## src/rtl/imm_pkg.sv

```systemverilog
// Shared immediate-format encodings and default widths
// for the immediate decode pipeline.
package imm_pkg;

  localparam int XLEN_DEF = 32;
  localparam int SEL_W    = 3;

  localparam logic [SEL_W-1:0] FMT_I     = 3'd0;
  localparam logic [SEL_W-1:0] FMT_S     = 3'd1;
  localparam logic [SEL_W-1:0] FMT_B     = 3'd2;
  localparam logic [SEL_W-1:0] FMT_U     = 3'd3;
  localparam logic [SEL_W-1:0] FMT_J     = 3'd4;
  localparam logic [SEL_W-1:0] FMT_ZIMM  = 3'd5;
  localparam logic [SEL_W-1:0] FMT_SHAMT = 3'd6;

endpackage

```

## src/rtl/imm_format_extend.sv

```systemverilog
// Combinational immediate extraction and extension
// from a raw 32-bit instruction word.
module imm_format_extend
  import imm_pkg::*;
#(
  parameter int XLEN  = XLEN_DEF,
  parameter int SEL_W = imm_pkg::SEL_W
) (
  input  logic [31:0]      instr,
  input  logic [SEL_W-1:0] sel,
  output logic [XLEN-1:0]  imm,
  output logic             illegal
);

  logic [31:0] raw;
  logic        sx;
  logic        s;
  logic        unused_opc;

  assign s          = instr[31];
  assign unused_opc = ^instr[6:0];

  always_comb begin
    raw     = '0;
    sx      = 1'b0;
    illegal = 1'b0;
    unique case (sel)
      FMT_I: begin
        raw = {{20{s}}, instr[31:20]};
        sx  = 1'b1;
      end
      FMT_S: begin
        raw = {{20{s}}, instr[31:25], instr[11:7]};
        sx  = 1'b1;
      end
      FMT_B: begin
        raw = {{19{s}}, s, instr[7],
               instr[30:25], instr[11:8], 1'b0};
        sx  = 1'b1;
      end
      FMT_U: begin
        raw = {instr[31:12], 12'b0};
        sx  = 1'b1;
      end
      FMT_J: begin
        raw = {{11{s}}, s, instr[19:12],
               instr[20], instr[30:21], 1'b0};
        sx  = 1'b1;
      end
      FMT_ZIMM:
        raw = {27'b0, instr[19:15]};
      FMT_SHAMT:
        // RV64 shifts use a 6-bit shamt
        raw = (XLEN == 32) ? {27'b0, instr[24:20]}
                           : {26'b0, instr[25:20]};
      default:
        illegal = 1'b1;
    endcase
  end

  assign imm = sx ? XLEN'($signed(raw)) : XLEN'(raw);

endmodule

```

## src/rtl/imm_decode_pipe.sv

```systemverilog
// Immediate decode stage: extension in front of a
// 2-entry skid buffer with valid/ready handshakes.
module imm_decode_pipe
  import imm_pkg::*;
#(
  parameter int XLEN  = XLEN_DEF,
  parameter int TAG_W = 32,
  parameter int SEL_W = imm_pkg::SEL_W
) (
  input  logic             clk,
  input  logic             rst_n,
  input  logic             in_valid,
  output logic             in_ready,
  input  logic [31:0]      in_instr,
  input  logic [SEL_W-1:0] in_sel,
  input  logic [TAG_W-1:0] in_tag,
  input  logic             flush,
  output logic             out_valid,
  input  logic             out_ready,
  output logic [XLEN-1:0]  out_imm,
  output logic [TAG_W-1:0] out_tag,
  output logic             out_illegal
);

  logic [XLEN-1:0]  ext_imm;
  logic             ext_ill;

  logic             main_v;
  logic             skid_v;
  logic             rdy_q;
  logic [XLEN-1:0]  skid_imm;
  logic [TAG_W-1:0] skid_tag;
  logic             skid_ill;

  logic             acc;
  logic             drain;
  logic             main_v_n;
  logic             skid_v_n;
  logic             ld_in;
  logic             ld_sm;
  logic             ld_skid;

  imm_format_extend #(
    .XLEN  (XLEN),
    .SEL_W (SEL_W)
  ) u_ext (
    .instr   (in_instr),
    .sel     (in_sel),
    .imm     (ext_imm),
    .illegal (ext_ill)
  );

  assign acc       = in_valid & rdy_q;
  assign drain     = main_v & out_ready;
  assign in_ready  = rdy_q;
  assign out_valid = main_v;

  always_comb begin
    main_v_n = main_v;
    skid_v_n = skid_v;
    ld_in    = 1'b0;
    ld_sm    = 1'b0;
    ld_skid  = 1'b0;
    if (flush) begin
      main_v_n = 1'b0;
      skid_v_n = 1'b0;
    end else if (skid_v) begin
      // in_ready is low here, so only a drain can happen
      if (drain) begin
        ld_sm    = 1'b1;
        skid_v_n = 1'b0;
      end
    end else if (!main_v || drain) begin
      main_v_n = acc;
      ld_in    = acc;
    end else if (acc) begin
      ld_skid  = 1'b1;
      skid_v_n = 1'b1;
    end
  end

  always_ff @(posedge clk or negedge rst_n) begin
    if (!rst_n) begin
      main_v      <= 1'b0;
      skid_v      <= 1'b0;
      rdy_q       <= 1'b0;
      out_imm     <= '0;
      out_tag     <= '0;
      out_illegal <= 1'b0;
      skid_imm    <= '0;
      skid_tag    <= '0;
      skid_ill    <= 1'b0;
    end else begin
      main_v <= main_v_n;
      skid_v <= skid_v_n;
      rdy_q  <= !skid_v_n;
      if (ld_in) begin
        out_imm     <= ext_imm;
        out_tag     <= in_tag;
        out_illegal <= ext_ill;
      end else if (ld_sm) begin
        out_imm     <= skid_imm;
        out_tag     <= skid_tag;
        out_illegal <= skid_ill;
      end
      if (ld_skid) begin
        skid_imm <= ext_imm;
        skid_tag <= in_tag;
        skid_ill <= ext_ill;
      end
    end
  end

endmodule

```

## config.mk

```make
export PLATFORM = sky130hd
export DESIGN_NAME = imm_decode_pipe
export DESIGN_NICKNAME = d
export VERILOG_FILES = /design/src/rtl/imm_pkg.sv /design/src/rtl/imm_format_extend.sv /design/src/rtl/imm_decode_pipe.sv
export SDC_FILE = /design/constraint.sdc
export NUM_CORES = 1
export LEC_CHECK = 0
export ABC_AREA = 0
export ABC_CLOCK_PERIOD_IN_PS = 2140
export BUFFER_PORTS_ARGS = -buffer_cell sky130_fd_sc_hd__buf_2
export CAP_MARGIN = 20
export CORE_UTILIZATION = 54
export CTS_CLUSTER_SIZE = 25
export DETAILED_ROUTE_END_ITERATION = 7
export PLACE_DENSITY = 0.88
export SYNTH_ARGS = -nofsm -noshare
export SYNTH_HDL_FRONTEND = slang
export SYNTH_SLANG_ARGS = --single-unit
```

## constraint.sdc

```tcl
create_clock -name clk -period 2.14 [get_ports clk]
set_input_delay 0.428 -clock clk [delete_from_list [all_inputs] [get_ports clk]]
set_output_delay 0.428 -clock clk [all_outputs]
set_load 0.01 [all_outputs]
```

==> flow_summary.json, run 1 <==
{
  "reg2reg_depth": 5,
  "setup_viol": 0,
  "fin_crit_sh_pct": 90.92,
  "setup.worst_path.start": "out_valid",
  "seqPwrFrac_pct": 44.4,
  "synthMostInstantiatedCell": "dfrtp_1",
  "whs_path_depth": 2,
  "critPathArrivalTime_ns": 2.38,
  "r2r_setup_slack_ns": 0.19,
  "synthTopCellsByArea": "dfrtp_1 57%, mux2_2 7.9%, a22o_1 7.5%",
  "vias_per_cell": 6.080,
  "core_area_um2": 10420,
  "p_int_mw": 5.782,
  "p_comb_share_pct": 19.3,
  "io_buffers": 131,
  "nFillCells": 745,
  "p_clk_share_pct": 36.3,
  "drc": 0,
  "critical_path_required_ns": 2.58,
  "hold_violations": 0,
  "synth_ff_type": "dfrtp_1",
  "path_max_fanout": 26,
  "track_usage_pct": 27.06,
  "status": "finished clean",
  "critPathKind": "reg2reg",
  "slew_violations": 0,
  "clk-insertion-delay-late_ns": 0.50,
  "finalClockSkew_ns": 0.01182,
  "fin_area_um2": 7310,
  "p_per_area_nw_per_um2": 1096,
  "gp_congestion": 0.8963,
  "slew_headroom_pct": 41.01,
  "placed_cell_area_um2": 6695,
  "dieHeight_um": 106.2,
  "postCtsSetupBuffers": 0,
  "grt_pass1_wl_mm": 23.54,
  "hp-class": "in2reg",
  "drtIter0Drc": 232,
  "cts_max_level": 4,
  "synth_top_cell_area_share_pct": 56.74,
  "grt_max_degree": 67,
  "synthToLayoutAreaGrowth_pct": 24.62,
  "crit-reg2reg-launch": "out_valid",
  "grt_overflow": 0,
  "p_leak_nw": 3.805,
  "fin_setup_tns_ns": 0,
  "num_vias": 4560,
  "ys_ff_latch": 133,
  "ys_types": 31,
  "syn_avg_cell_area_um2": 12.48,
  "syn_inst": 470,
  "numCtsBuffers": 17,
  "fin_ws_ns": 0.1943,
  "dpl.hpwl_mm": 9.163,
  "critPathLaunchType": "register",
  "ys_seq_area_share_pct": 56.74,
  "nNetsFinal": 673,
  "final_layout_size_suffix_gt1_share_pct": 37.46,
  "rsz0062_at_grt": "no",
  "cts-root-buf": "clkbuf_8",
  "post_drt_wl_per_cell_um": 19.38,
  "p_switching_mw": 2.231,
  "yosysWarnings": 0,
  "syn_nets": 542,
  "cts_tree": "done",
  "async_flop_share_pct": 100.0,
  "fmax_ghz": 0.5140,
  "rows": 37,
  "grt_pass1_vias": 4610,
  "syn_area_um2": 5866,
  "postRouteAntennaNets": 0,
  "cts.path.max_buffers": 2,
  "antenna_found_initial": 0,
  "hold_slack_ns": 0.1758,
  "fin_util_pct": 70.17,
  "routed_wl_mm": 14.54,
  "clkTransAtPathRegs_ns": 0.06,
  "place_ws_ns": -0.1947,
  "r2r-end": "out_tag[5]",
  "drtPass1Iterations": 7,
  "initial_utilization_pct": 56.31,
  "ios": 139,
  "worst_pin_slew_ns": 0.8839,
  "drv_cap": 0,
  "synth-edff-count": 0,
  "synth_top_area_cell": "dfrtp_1",
  "cts_sinks": 133,
  "die_x_um": 106.2,
  "synth_common_cells": "133 x dfrtp_1, 50 x a22o_1, 43 x a21o_1",
  "endpoint_kind": "register",
  "dieArea_um2": 11280,
  "final_period_minus_worst_setup_slack_ns": 1.946,
  "peakVddDrop_mv": 0.5589,
  "n_antenna_cell": 0,
  "crit_end": "out_tag[5]",
  "swShare_pct": 27.84
}
## power groups by stage
stage | clock network [mW] | logic [mW] | registers, mW
2_1_floorplan | 0 | 0.799 | 3.63
3_3_place_gp | 0 | 1.47 | 3.52
3_5_place_dp | 0 | 1.54 | 3.58
4_1_cts | 2.97 | 1.56 | 3.55
5_1_grt | 3.07 | 1.70 | 3.63
6_report | 2.91 | 1.55 | 3.56
## registers in the layout, indices dropped and copies added, names as in the netlist
| signal | flops |
|---|---|
| out_valid | 1 |
| out_illegal | 1 |
| skid_imm | 32 |
| skid_tag | 32 |
| skid_ill | 1 |
| skid_v | 1 |
| in_ready | 1 |
| out_imm | 32 |
| out_tag | 32 |
## kinds of logic after synthesis
logic type	after synthesis	share of synthesized area, %
fa+ha+maj	1	0.1707
flops	133	56.74
mux	57	10.60
simple gates	67	6.421
buf+inv	44	3.648
compound gates	168	22.42
## worst max-delay path, cell delays in order (launching register included)
cell	delay [ns]
dfrtp_1	0.39
nor2b_1	0.14
and3_2	0.27
nor2_4	0.50
buf_4	0.40
a21o_1	0.18
## placed cells by master (no fill, tap or decap), drive strengths merged
cell,instances
a22o,50
o21ai,11
mux2,41
nor4b,1
nand2b,1
inv,6
o22ai,7
bufinv,3
nand2,13
dfrtp,133
maj3,1
and3,1
o21a,1
a221o,26
a211oi,5
clkbuf,18
a21oi,17
a21o,43
and4bb,1
buf,151
a2bb2oi,1
nor3,1
clkinvlp,2
a221oi,4
a211o,1
mux2i,16
nor2b,14
dlygate4sd3,1
and2,27
a31oi,2
nor2,9
clkinv,6
## per-layer routing
layer | GRT usage [%] | wire length, µm | vias to the layer above
met5 | 0 | 0 | -
met4 | 9.425 | 201 | 0
met3 | 4.782 | 950 | 16
met2 | 44.34 | 7241 | 198
met1 | 36.42 | 6142 | 2317
li1 | - | - | 2029
## final cells by class
class | count | area [µm²] | area share (%)
timing repair buffer | 152 | 855.8 | 11.71
sequential | 133 | 3328 | 45.53
clock inverter | 14 | 176.4 | 2.414
tap | 136 | 170.2 | 2.328
clock buffer | 18 | 417.9 | 5.717
inverter | 3 | 11.26 | 0.1541
multi-input combinational | 294 | 2350 | 32.15
## what timing repair did
action,4_1_cts,5_1_grt
hold buffers,1,0
setup endpoints to repair,26,12
gates cloned,1,0
endpoints found under the hold margin,33,0
pin swaps,1,0
resized for setup,0,1
## per-stage QoR
step / cells / total power [mW]
3_3_place_gp: 716 / 4.989
4_1_cts: 750 / 8.080
3_5_place_dp: 716 / 5.118
5_1_grt: 750 / 8.391
2_1_floorplan: 470 / 4.429
6_report: 750 / 8.013
## worst min-delay path by stage
stage	start	endpoint	slack [ns]
CTS	in_tag[4]	skid_tag[4]	0.16
finish	in_tag[16]	skid_tag[16]	0.18
floorplan	rst_n	in_ready	0.13
detailed placement	rst_n	out_tag[2]	0.41
global placement	rst_n	out_tag[11]	0.41
global route	in_tag[20]	skid_tag[20]	0.16
Power figures use the tool's default switching activity.
==> inputs of run 2 (changes only) <==
--- a/config.mk
+++ b/config.mk
@@ -10,8 +10,9 @@
 export BUFFER_PORTS_ARGS = -buffer_cell sky130_fd_sc_hd__buf_2
 export CAP_MARGIN = 20
-export CORE_UTILIZATION = 54
+export CORE_UTILIZATION = 56
+export CTS_BUF_LIST = sky130_fd_sc_hd__clkbuf_8
 export CTS_CLUSTER_SIZE = 25
 export DETAILED_ROUTE_END_ITERATION = 7
-export PLACE_DENSITY = 0.88
+export PLACE_DENSITY = 0.91
 export SYNTH_ARGS = -nofsm -noshare
 export SYNTH_HDL_FRONTEND = slang
==> constraint.sdc (replaced) <==
create_clock -name clk -period 2.14 [get_ports clk]
set_input_delay 0.428 -clock clk [delete_from_list [all_inputs] [get_ports clk]]
set_output_delay 0.428 -clock clk [all_outputs]
set_load 0.05 [all_outputs]
==> flow_summary.json, run 2 (synthesis results as in run 1) <==
{
  "initial_utilization_pct": 58.92,
  "path_common_cell": "mux2i_1",
  "postRouteAntennaNets": 0,
  "final_period_minus_worst_setup_slack_ns": 2.041,
  "critPathKind": "reg2reg",
  "crit_end": "out_imm[4]",
  "track_usage_pct": 26.31,
  "cp.depth": 5,
  "grt_pass1_vias": 4488,
  "p_leak_nw": 3.704,
  "fin_ws_ns": 0.09944,
  "setup.worst_path.start": "out_valid",
  "p_switching_mw": 2.972,
  "place_ws_ns": -0.1124,
  "critPathLaunchType": "register",
  "critPathArrivalTime_ns": 2.32,
  "crit-reg2reg-launch": "out_valid",
  "drtPass1Iterations": 5,
  "r2r-end": "out_imm[4]",
  "gp_congestion": 0.8643,
  "endpoint_kind": "register",
  "drv_cap": 0,
  "power_mw": 8.071,
  "worst_pin_slew_ns": 0.8757,
  "finalClockSkew_ns": 0.009756,
  "dieArea_um2": 10890,
  "cp_slowest_cell": "buf_4",
  "clkTransAtPathRegs_ns": 0.08,
  "grt_max_degree": 67,
  "slew_headroom_pct": 41.50,
  "vias_per_cell": 6.090,
  "nNetsFinal": 669,
  "postCtsSetupBuffers": 0,
  "core_area_um2": 9955,
  "antenna_found_initial": 0,
  "p_int_mw": 5.099,
  "post_drt_wl_per_cell_um": 18.67,
  "fin_crit_sh_pct": 95.35,
  "max_stage_delay_ns": 0.61,
  "die_x_um": 104.3,
  "hold_slack_ns": 0.2558,
  "ios": 139,
  "p_per_area_nw_per_um2": 1139,
  "hp-class": "in2reg",
  "p_comb_share_pct": 29.8,
  "mostFrequentLayoutCells": "133 x dfrtp_1, 130 x buf_2, 50 x a22o_1, 43 x a21o_1, 41 x mux2_2",
  "reg2reg_depth": 5,
  "hold_violations": 0,
  "path_max_fanout": 66,
  "fin_util_pct": 71.20,
  "status": "finished clean",
  "cts.path.max_buffers": 2,
  "drc": 0,
  "cpLargestDelayFamily": "buffers and inverters",
  "cts_sinks": 133,
  "layout_commonest_cell": "dfrtp_1",
  "drtIter0Drc": 235,
  "rsz0062_at_grt": "no",
  "numCtsBuffers": 17,
  "final_layout_size_suffix_gt1_share_pct": 37.05,
  "p_clk_share_pct": 26.3,
  "setup_viol": 0,
  "fmax_ghz": 0.4901,
  "n_antenna_cell": 0,
  "dpl.hpwl_mm": 9.052,
  "num_vias": 4525,
  "seqPwrFrac_pct": 43.9,
  "rows": 36,
  "path_cells": "nor2b_1, and3_2, buf_4, mux2i_1, mux2i_1",
  "path_buf_inv": 1,
  "grt_pass1_wl_mm": 22.43,
  "peakVddDrop_mv": 0.6784,
  "nFillCells": 696,
  "cts_max_level": 4,
  "cts_tree": "done",
  "critical_path_required_ns": 2.42,
  "synthToLayoutAreaGrowth_pct": 20.84,
  "grt_overflow": 0,
  "swShare_pct": 36.82,
  "io_buffers": 131,
  "dieHeight_um": 104.3,
  "r2r_setup_slack_ns": 0.1,
  "slew_violations": 0,
  "fin_setup_tns_ns": 0,
  "clk-insertion-delay-late_ns": 0.42,
  "routed_wl_mm": 13.88,
  "cts-root-buf": "clkbuf_8"
}
[run 2: cell count changes in the layout (fill, tap and decap cells not counted)]
cell and change:
clkinv_2 -1, clkbuf_16 -16, buf_4 -4, clkbuf_1 -1, clkinv_4 -2, bufinv_16 -1, inv_1 +1, clkbuf_8 +18
inv_6 +2
[run 2: area by class of cell]
| type | instances | area, µm² | area share, % |
|---|---|---|---|
| flip-flops and latches | 133 | 3328 | 46.95 |
| multi-input cells | 294 | 2350 | 33.15 |
| repair buffers | 148 | 825.8 | 11.65 |
| clock buffers | 19 | 261.5 | 3.689 |
| well taps | 133 | 166.4 | 2.348 |
| clock inverters | 13 | 145.1 | 2.048 |
| inverters | 3 | 11.26 | 0.1589 |
[run 2: stage by stage]
stage,cell area [µm²],instances
floorplan,5866,470
global placement,6661,709
detailed placement,6661,709
CTS,7084,743
global route,7088,743
finish,7088,743
[run 2: worst min-delay path by stage]
stage                     depth (start not counted)     endpoint  slack (ns)       from
final                                             2     in_ready        0.26      flush
after global routing                              2     in_ready        0.23      flush
after CTS                                         2  skid_tag[2]        0.23  in_tag[2]
after detailed placement                          1   out_tag[4]        0.41      rst_n
after global placement                            1  skid_tag[3]        0.39      rst_n
after floorplan                                   0     in_ready        0.13      rst_n
[run 2: what timing repair did]
item                                    4_1_cts  5_1_grt
hold endpoints to repair                     32        0
pin swaps                                     1        0
hold buffers                                  1        0
resized for setup                             0        1
endpoints found under the setup margin       12       12
cloned                                        1        0
[run 2: power by group through the flow]
stage	combinational, mW	clock [mW]	sequential (mW)
floorplan	0.798	0	4.49
global placement	2.34	0	3.52
detailed placement	2.41	0	3.57
CTS	2.42	2.16	3.53
global route	2.54	2.26	3.61
finish	2.41	2.12	3.54
[run 2: routing by layer]
| metal | track usage, % | vias up | share of wire, % | wire length (µm) |
|---|---|---|---|---|
| met2 | 44.13 | 218 | 50 | 6987 |
| met5 | 0 | - | 0 | 0 |
| met4 | 7.857 | 0 | 1.2 | 169 |
| met1 | 34.05 | 2279 | 41 | 5739 |
| met3 | 6.015 | 16 | 7.0 | 978 |
| li1 | - | 2012 | - | - |
[run 2: worst register-to-register path: stages (launching register included)]
cell,delay (ns)
dfrtp_1,0.41
nor2b_1,0.22
and3_2,0.30
buf_4,0.61
mux2i_1,0.27
mux2i_1,0.09
